## config.mk

```make
export PLATFORM = sky130hd
export DESIGN_NAME = pulse_width_decoder
export DESIGN_NICKNAME = d
export VERILOG_FILES = /design/src/rtl/pulse_width_decoder.sv
export SDC_FILE = /design/constraint.sdc
export NUM_CORES = 1
export LEC_CHECK = 0
export CAP_MARGIN = 20
export CORE_MARGIN = 1.5
export CORE_UTILIZATION = 35
export DETAILED_ROUTE_END_ITERATION = 10
export GPL_TIMING_DRIVEN = 1
export SYNTH_ARGS = -nofsm -noshare
export SYNTH_HDL_FRONTEND = slang
export SYNTH_SLANG_ARGS = --single-unit
```

## constraint.sdc

```tcl
create_clock -name clock -period 2.3 [get_ports clock]
set_input_delay 0.46 -clock clock [delete_from_list [all_inputs] [get_ports clock]]
set_output_delay 0.46 -clock clock [all_outputs]
set_load 0.02 [all_outputs]
```

## src/rtl/pulse_width_decoder.sv

```systemverilog
// pulse_width_decoder: measures high-pulse widths on `in` and hands each one off over dav_/rfd
module pulse_width_decoder #(
  parameter int W = 8
) (
  input  logic         clock,
  input  logic         reset,
  input  logic         in,
  input  logic         rfd,
  output logic         dav_,
  output logic [W-1:0] data,
  output logic         overrun
);
  localparam logic [2:0] IDLE     = 3'd0;
  localparam logic [2:0] COUNT    = 3'd1;
  localparam logic [2:0] OFFER    = 3'd2;
  localparam logic [2:0] WAIT_ACK = 3'd3;
  localparam logic [2:0] WAIT_RFD = 3'd4;
  logic [2:0]   state_q, state_d;
  logic [W-1:0] count_q, count_d, data_q, data_d;
  logic         in_q, dav_q, dav_d, overrun_q, overrun_d, rise, busy;
  assign rise = in & ~in_q;
  // a new pulse while a result is still being handed off is lost, not queued
  assign busy = (state_q == OFFER) | (state_q == WAIT_ACK) | (state_q == WAIT_RFD);
  always_comb begin
    state_d   = state_q;
    count_d   = count_q;
    data_d    = data_q;
    dav_d     = dav_q;
    overrun_d = overrun_q | (rise & busy);
    case (state_q)
      IDLE: begin
        count_d = rise ? {{(W-1){1'b0}}, 1'b1} : count_q;
        state_d = rise ? COUNT : IDLE;
      end
      COUNT: begin
        count_d = in ? ((count_q == '1) ? count_q : count_q + 1'b1) : count_q;
        data_d  = in ? data_q : count_q;
        dav_d   = in ? dav_q : ~rfd;
        state_d = in ? COUNT : (rfd ? WAIT_ACK : OFFER);
      end
      OFFER: begin
        dav_d   = ~rfd;
        state_d = rfd ? WAIT_ACK : OFFER;
      end
      WAIT_ACK: begin
        dav_d   = ~rfd;
        state_d = rfd ? WAIT_ACK : WAIT_RFD;
      end
      WAIT_RFD: state_d = rfd ? IDLE : WAIT_RFD;
      default:  state_d = IDLE;
    endcase
  end
  always_ff @(posedge clock) begin
    if (reset) begin
      in_q      <= 1'b1;
      state_q   <= IDLE;
      count_q   <= '0;
      data_q    <= '0;
      dav_q     <= 1'b1;
      overrun_q <= 1'b0;
    end else begin
      in_q      <= in;
      state_q   <= state_d;
      count_q   <= count_d;
      data_q    <= data_d;
      dav_q     <= dav_d;
      overrun_q <= overrun_d;
    end
  end
  assign dav_    = dav_q;
  assign data    = data_q;
  assign overrun = overrun_q;
endmodule

```

==> flow_summary.json, run 1 <==
{
  "grt_pass1_wl_um": 3800,
  "p_switching_uw": 155,
  "die_h_um": 57.7,
  "synth_compound_area_share_pct": 22.8,
  "clk_pin_slew_ns": 0.12,
  "clk_latency_ns": 0.30,
  "cts.sinks": 22,
  "areaGrowthSynthToFinish_pct": 15.7,
  "yosysWarningCount": 0,
  "io_pins": 14,
  "syn_area_per_cell_um2": 8.57,
  "dp.cells": 159,
  "ant_nets": 0,
  "antenna_cells": 0,
  "relSlewSlack_pct": 59.4,
  "required_ns": 2.51,
  "layout_min_cycle_time_ns": 1.83,
  "dp.final_hpwl_um": 1550,
  "start_util_pct": 37.3,
  "fin_crit_sh_pct": 79.5,
  "seq_area_frac_synth_pct": 42.1,
  "tightest_slew_ns": 0.608,
  "cts_buffer_depth": 2,
  "portBuffers": 13,
  "die_w_um": 57.7,
  "cp_max_fo": 11,
  "setup_slack_ns": 0.472,
  "rsz0062_at_grt": "no",
  "p_comb_share_pct": 8.8,
  "wl_um": 2150,
  "drc_errors": 0,
  "post_cts_resize_count": 0,
  "post-cts-setup-buffer-count": 0,
  "track_usage_pct": 14.3,
  "cellLeakagePower_nw": 0.400,
  "cp.arrival_ns": 2.04,
  "grt_max_degree": 19,
  "cp_num_buf_inv": 0,
  "rows": 19,
  "path_class": "reg2reg",
  "clockRootBuffer": "clkbuf_4",
  "fmax_mhz": 547,
  "gr-usage-met3_pct": 4.46,
  "outcome": "complete, no violations",
  "clock_power_share_pct": 31.8,
  "hold_class": "reg2reg",
  "drt_iter0_drc": 35,
  "grt_pass1_vias": 870,
  "die_area_um2": 3330,
  "start_kind": "register",
  "syn_area_um2": 1050,
  "hold_buffers": 0,
  "grt.met1_usage_pct": 17.9,
  "top_usage_layer": "met2",
  "firstDrtPassIters": 4,
  "cp_slowest_cell": "nor2b_1",
  "via_per_inst": 5.47,
  "stdcell_count": 163,
  "maxSlewViolCount": 0,
  "cts_tree": "done",
  "fin_nets": 138,
  "gr-usage-met2_pct": 24.2,
  "drive_gt1_share_pct": 9.09,
  "fin_skew_ns": 0.00472,
  "seqPwrFrac_pct": 59.5,
  "synthMuxAreaShare_pct": 0.957,
  "antenna_found_initial": 0,
  "htree_levels": 1,
  "setup-tns-final_ns": 0,
  "grt_overflow": 0,
  "synth_adder_area_share_pct": 1.20,
  "pre_cts_ws_ns": 0.242,
  "core_area_um2": 2810,
  "maxCapViolCount": 0,
  "via_count": 891,
  "synth_top_family_by_area": "simple AND/OR/NAND/NOR gates",
  "crit_chain": "nor3b_1 > nor2b_1 > o21ai_0 > a21o_1",
  "wl_per_cell_um": 13.2,
  "ys_ff_latch": 22,
  "setup_viol": 0,
  "end_kind": "register",
  "cp_top_family": "simple AND/OR/NAND/NOR gates",
  "hold_viol_final": 0,
  "synth.net_count": 127,
  "fin_area_um2": 1210,
  "switching_share_pct": 23.3,
  "synth-xor-area-share_pct": 0,
  "yosys.area.top_type": "dfxtp_1",
  "power_density_nw_per_um2": 551,
  "ys_types": 39,
  "syn_inst": 122,
  "critPathMaxStageDelay_ns": 0.54,
  "synth-simple-area-share_pct": 26.8,
  "ir_drop_uv": 338,
  "cts-buffers-inserted": 3,
  "yosys-top-cells-area": "dfxtp_1 (42%), nand2_1 (7.5%), a21oi_1 (6.2%)",
  "hold_ws_ns": 0.465,
  "gp_congestion": 0.787,
  "synth_top_area_share_pct": 42.1,
  "internal-power_uw": 511,
  "place_area_um2": 1170
}
## cell usage after synthesis
cell,count
buf_4,1
a21o_1,2
a31oi_1,5
nor4b_2,1
a211oi_1,2
clkbuf_1,3
o22ai_1,1
nand2_1,21
a21oi_1,13
or3_1,1
nand4bb_1,1
or4b_4,1
buf_2,3
nor2_2,1
nor3b_1,1
dfxtp_1,22
and3_1,1
o211ai_1,1
nor4b_1,1
inv_1,2
nor3_1,2
and4_1,1
mux2i_1,1
or2_2,1
nand2b_1,3
nand4_1,3
a41oi_1,2
nor2_1,4
o21a_1,1
ha_1,1
buf_6,2
or3b_1,1
a22oi_1,1
o21bai_4,1
a211oi_2,1
o21ai_0,5
o311a_1,1
nand3_1,3
nor2b_1,4
## stage by stage
stage          utilization, %  power [mW]
2_1_floorplan               -       0.447
3_3_place_gp             41.8       0.462
3_5_place_dp             41.8       0.464
4_1_cts                  43.1       0.679
5_1_grt                  43.1       0.703
6_report                 43.1       0.666
## cells in the final DEF, fill, tap and decap left out, types with 2 or more instances in the layout
| cell type | Yosys | layout |
|---|---|---|
| nand4_1 | 3 | 3 |
| nor3_1 | 2 | 2 |
| nor2b_1 | 4 | 4 |
| clkdlybuf4s50_1 | 0 | 13 |
| buf_4 | 1 | 2 |
| nand2_1 | 21 | 21 |
| clkbuf_4 | 0 | 3 |
| o21ai_0 | 5 | 5 |
| inv_1 | 2 | 2 |
| nand3_1 | 3 | 3 |
| a41oi_1 | 2 | 2 |
| a21oi_1 | 13 | 13 |
| a21o_1 | 2 | 2 |
| a31oi_1 | 5 | 5 |
| a211oi_1 | 2 | 2 |
| nor2_1 | 4 | 4 |
| nand2b_1 | 3 | 3 |
| dfxtp_1 | 22 | 22 |
## final timing paths
kind | to | start | depth (start not counted) | slack [ns]
max | dav_ | state_q[0] | 4 | 0.47
min | data[0] | data[0] | 2 | 0.46
max reg2reg | dav_ | state_q[0] | 4 | 0.47
min reg2reg | data[0] | data[0] | 2 | 0.46
## power groups by stage
stage,logic (mW),clock network [mW],registers [mW]
floorplan,0.0462,0,0.401
global placement,0.0572,0,0.405
detailed placement,0.0589,0,0.405
CTS,0.0592,0.223,0.396
global route,0.0656,0.240,0.398
finish,0.0586,0.212,0.396
## sequential cells by signal, summed over array words and instances (netlist names)
register,cells
data,8
overrun,1
count_q,8
in_q,1
state_q,3
dav_,1
## final cells by class
type | count | area, µm²
inverter | 2 | 7.51
multi-input combinational | 89 | 542
timing repair buffer | 15 | 145
clock buffer | 4 | 36.3
sequential | 22 | 440
tap | 31 | 38.8
fill | 306 | 1600
## cells by family (layout without fill, tap and decap cells)
group | Yosys count | in the layout
buffers and inverters | 11 | 21
adders and majority gates | 1 | 1
and+or+nand+nor | 51 | 51
muxes | 1 | 1
DFF | 22 | 22
AOI/OAI and AO/OA | 36 | 36
## worst register-to-register path: cells and delay by family, from the launching register on
| family | cells | cell delay, ns |
|---|---|---|
| compound gates | 2 | 0.39 |
| flops | 1 | 0.52 |
| simple gates | 2 | 0.82 |
## layer usage
metal | routed length, µm | vias up
li1 | - | 459
met5 | 0 | -
met1 | 984 | 418
met4 | 0 | 0
met2 | 1080 | 14
met3 | 85 | 0
(Power assumes the default switching activity.)
==> inputs of run 2 (changes only) <==
==> constraint.sdc (replaced) <==
create_clock -name clock -period 1.65 [get_ports clock]
set_input_delay 0.33 -clock clock [delete_from_list [all_inputs] [get_ports clock]]
set_output_delay 0.33 -clock clock [all_outputs]
set_load 0.02 [all_outputs]
==> flow_summary.json, run 2 (synthesized netlist as in run 1, its figures left out) <==
{
  "fin_crit_sh_pct": 96.8,
  "final_cell_mix": "nand2_1 (21), dfxtp_1 (21), buf_4 (15)",
  "post-cts-setup-buffer-count": 0,
  "gr-usage-met2_pct": 27.3,
  "drt_iter0_drc": 12,
  "grt_max_degree": 13,
  "critPathMaxStageDelay_ns": 0.60,
  "clk_pin_slew_ns": 0.12,
  "grt_pass1_vias": 948,
  "path_class": "reg2out",
  "layout_min_cycle_time_ns": 1.60,
  "start_util_pct": 37.3,
  "drc_errors": 0,
  "antenna_found_initial": 0,
  "firstDrtPassIters": 4,
  "fin_skew_ns": 0.00835,
  "hold_ws_ns": 0.462,
  "post_cts_resize_count": 0,
  "die_h_um": 57.7,
  "hold_viol_final": 0,
  "cp_num_buf_inv": 1,
  "io_pins": 14,
  "fin_area_um2": 1320,
  "cp_max_fo": 2,
  "min-delay-start": "data[0]",
  "htree_levels": 1,
  "grt_pass1_wl_um": 4100,
  "via_count": 955,
  "wl_per_cell_um": 13.3,
  "timing.rr.start": "count_q[0]",
  "cts_buffer_depth": 2,
  "cellLeakagePower_nw": 0.510,
  "wl_um": 2340,
  "worstHoldEndpoint": "data[0]",
  "tightest_slew_ns": 0.390,
  "ant_nets": 0,
  "reg2reg_depth": 6,
  "stdcell_count": 176,
  "drive_gt1_share_pct": 19.3,
  "dp.final_hpwl_um": 1770,
  "areaGrowthSynthToFinish_pct": 26.3,
  "track_usage_pct": 15.8,
  "core_area_um2": 2810,
  "rrSetupSlack_ns": 0.15,
  "fmax_mhz": 626,
  "gr-usage-met3_pct": 4.24,
  "cp_top_family": "buffers and inverters",
  "power_density_nw_per_um2": 720,
  "dp.cells": 172,
  "grt_overflow": 0,
  "via_per_inst": 5.43,
  "top_usage_layer": "met2",
  "hold_class": "reg2reg",
  "rows": 19,
  "clk_latency_ns": 0.32,
  "ir_drop_uv": 410,
  "cts.sinks": 22,
  "antenna_cells": 0,
  "finish.utilization_pct": 47.1,
  "outcome": "complete, no violations",
  "maxSlewViolCount": 0,
  "rsz0062_at_grt": "no",
  "cp.arrival_ns": 1.27,
  "required_ns": 1.32,
  "hold-path-cell-count": 2,
  "gp_congestion": 0.785,
  "portBuffers": 13,
  "cts-buffers-inserted": 3,
  "maxCapViolCount": 0,
  "end_kind": "primary output",
  "fin_nets": 151,
  "cp_slowest_cell": "clkdlybuf4s50_1",
  "die_area_um2": 3330,
  "cts_tree": "done",
  "clockRootBuffer": "clkbuf_4",
  "place_area_um2": 1270,
  "setup_viol": 0,
  "grt.met1_usage_pct": 18.0,
  "crit_chain": "clkdlybuf4s50_1",
  "hold_buffers": 0,
  "r2r-end": "count_q[5]",
  "start_kind": "register",
  "nFillCells": 308,
  "die_w_um": 57.7,
  "relSlewSlack_pct": 74.0
}
-- run 2: changes by cell type in the layout (fill, tap and decap cells not counted), sizes merged --
| cell | change |
|---|---|
| buf | +13 |
| clkdlybuf4s50 | -2 |
| dlymetal6s2s | +2 |
-- run 2: where the power goes --
group / internal, mW / leakage [nW] / switching, mW / total [mW]
sequential: 0.540 / 0.178 / 0.00933 / 0.549
clock: 0.135 / 0.0210 / 0.165 / 0.300
combinational: 0.0523 / 0.311 / 0.0494 / 0.102
total: 0.727 / 0.510 / 0.224 / 0.951
-- run 2: worst max path at each step --
stage | from | endpoint | cells past startpoint
after floorplan | count_q[0] | count_q[0] | 5
after global placement | in | count_q[5] | 4
after detailed placement | in | count_q[5] | 4
after CTS | overrun | overrun | 1
after global routing | data[1] | data[1] | 1
final | data[1] | data[1] | 1
-- run 2: worst min-delay path: stages (launching register included) --
cell and delay (ns):
dfxtp_1 0.33, nand2_1 0.05, a21oi_1 0.05
-- run 2: layer usage --
metal  share of wire [%]  wire (µm)  vias up
met1                  44       1030      445
met4                 2.4         56        0
met2                  49       1150       17
met3                 4.5        106        7
li1                    -          -      486
met5                   0          0        -
-- run 2: per-stage QoR --
step / setup WS (ns) / setup TNS (ns) / power, mW
finish: 0.0526 / 0 / 0.951
detailed placement: -0.212 / -1.39 / 0.662
global route: 0.00152 / 0 / 0.997
floorplan: 0.177 / 0 / 0.623
global placement: -0.150 / -0.964 / 0.660
CTS: 0.00983 / 0 / 0.964
-- run 2: cell type report --
class                      count  area, µm²  share of cell area [%]
timing repair buffer          28        248                    18.7
inverter                       2       7.51                   0.568
tap                           31       38.8                    2.94
multi-input combinational     89        549                    41.6
clock buffer                   4       36.3                    2.75
sequential                    22        442                    33.4
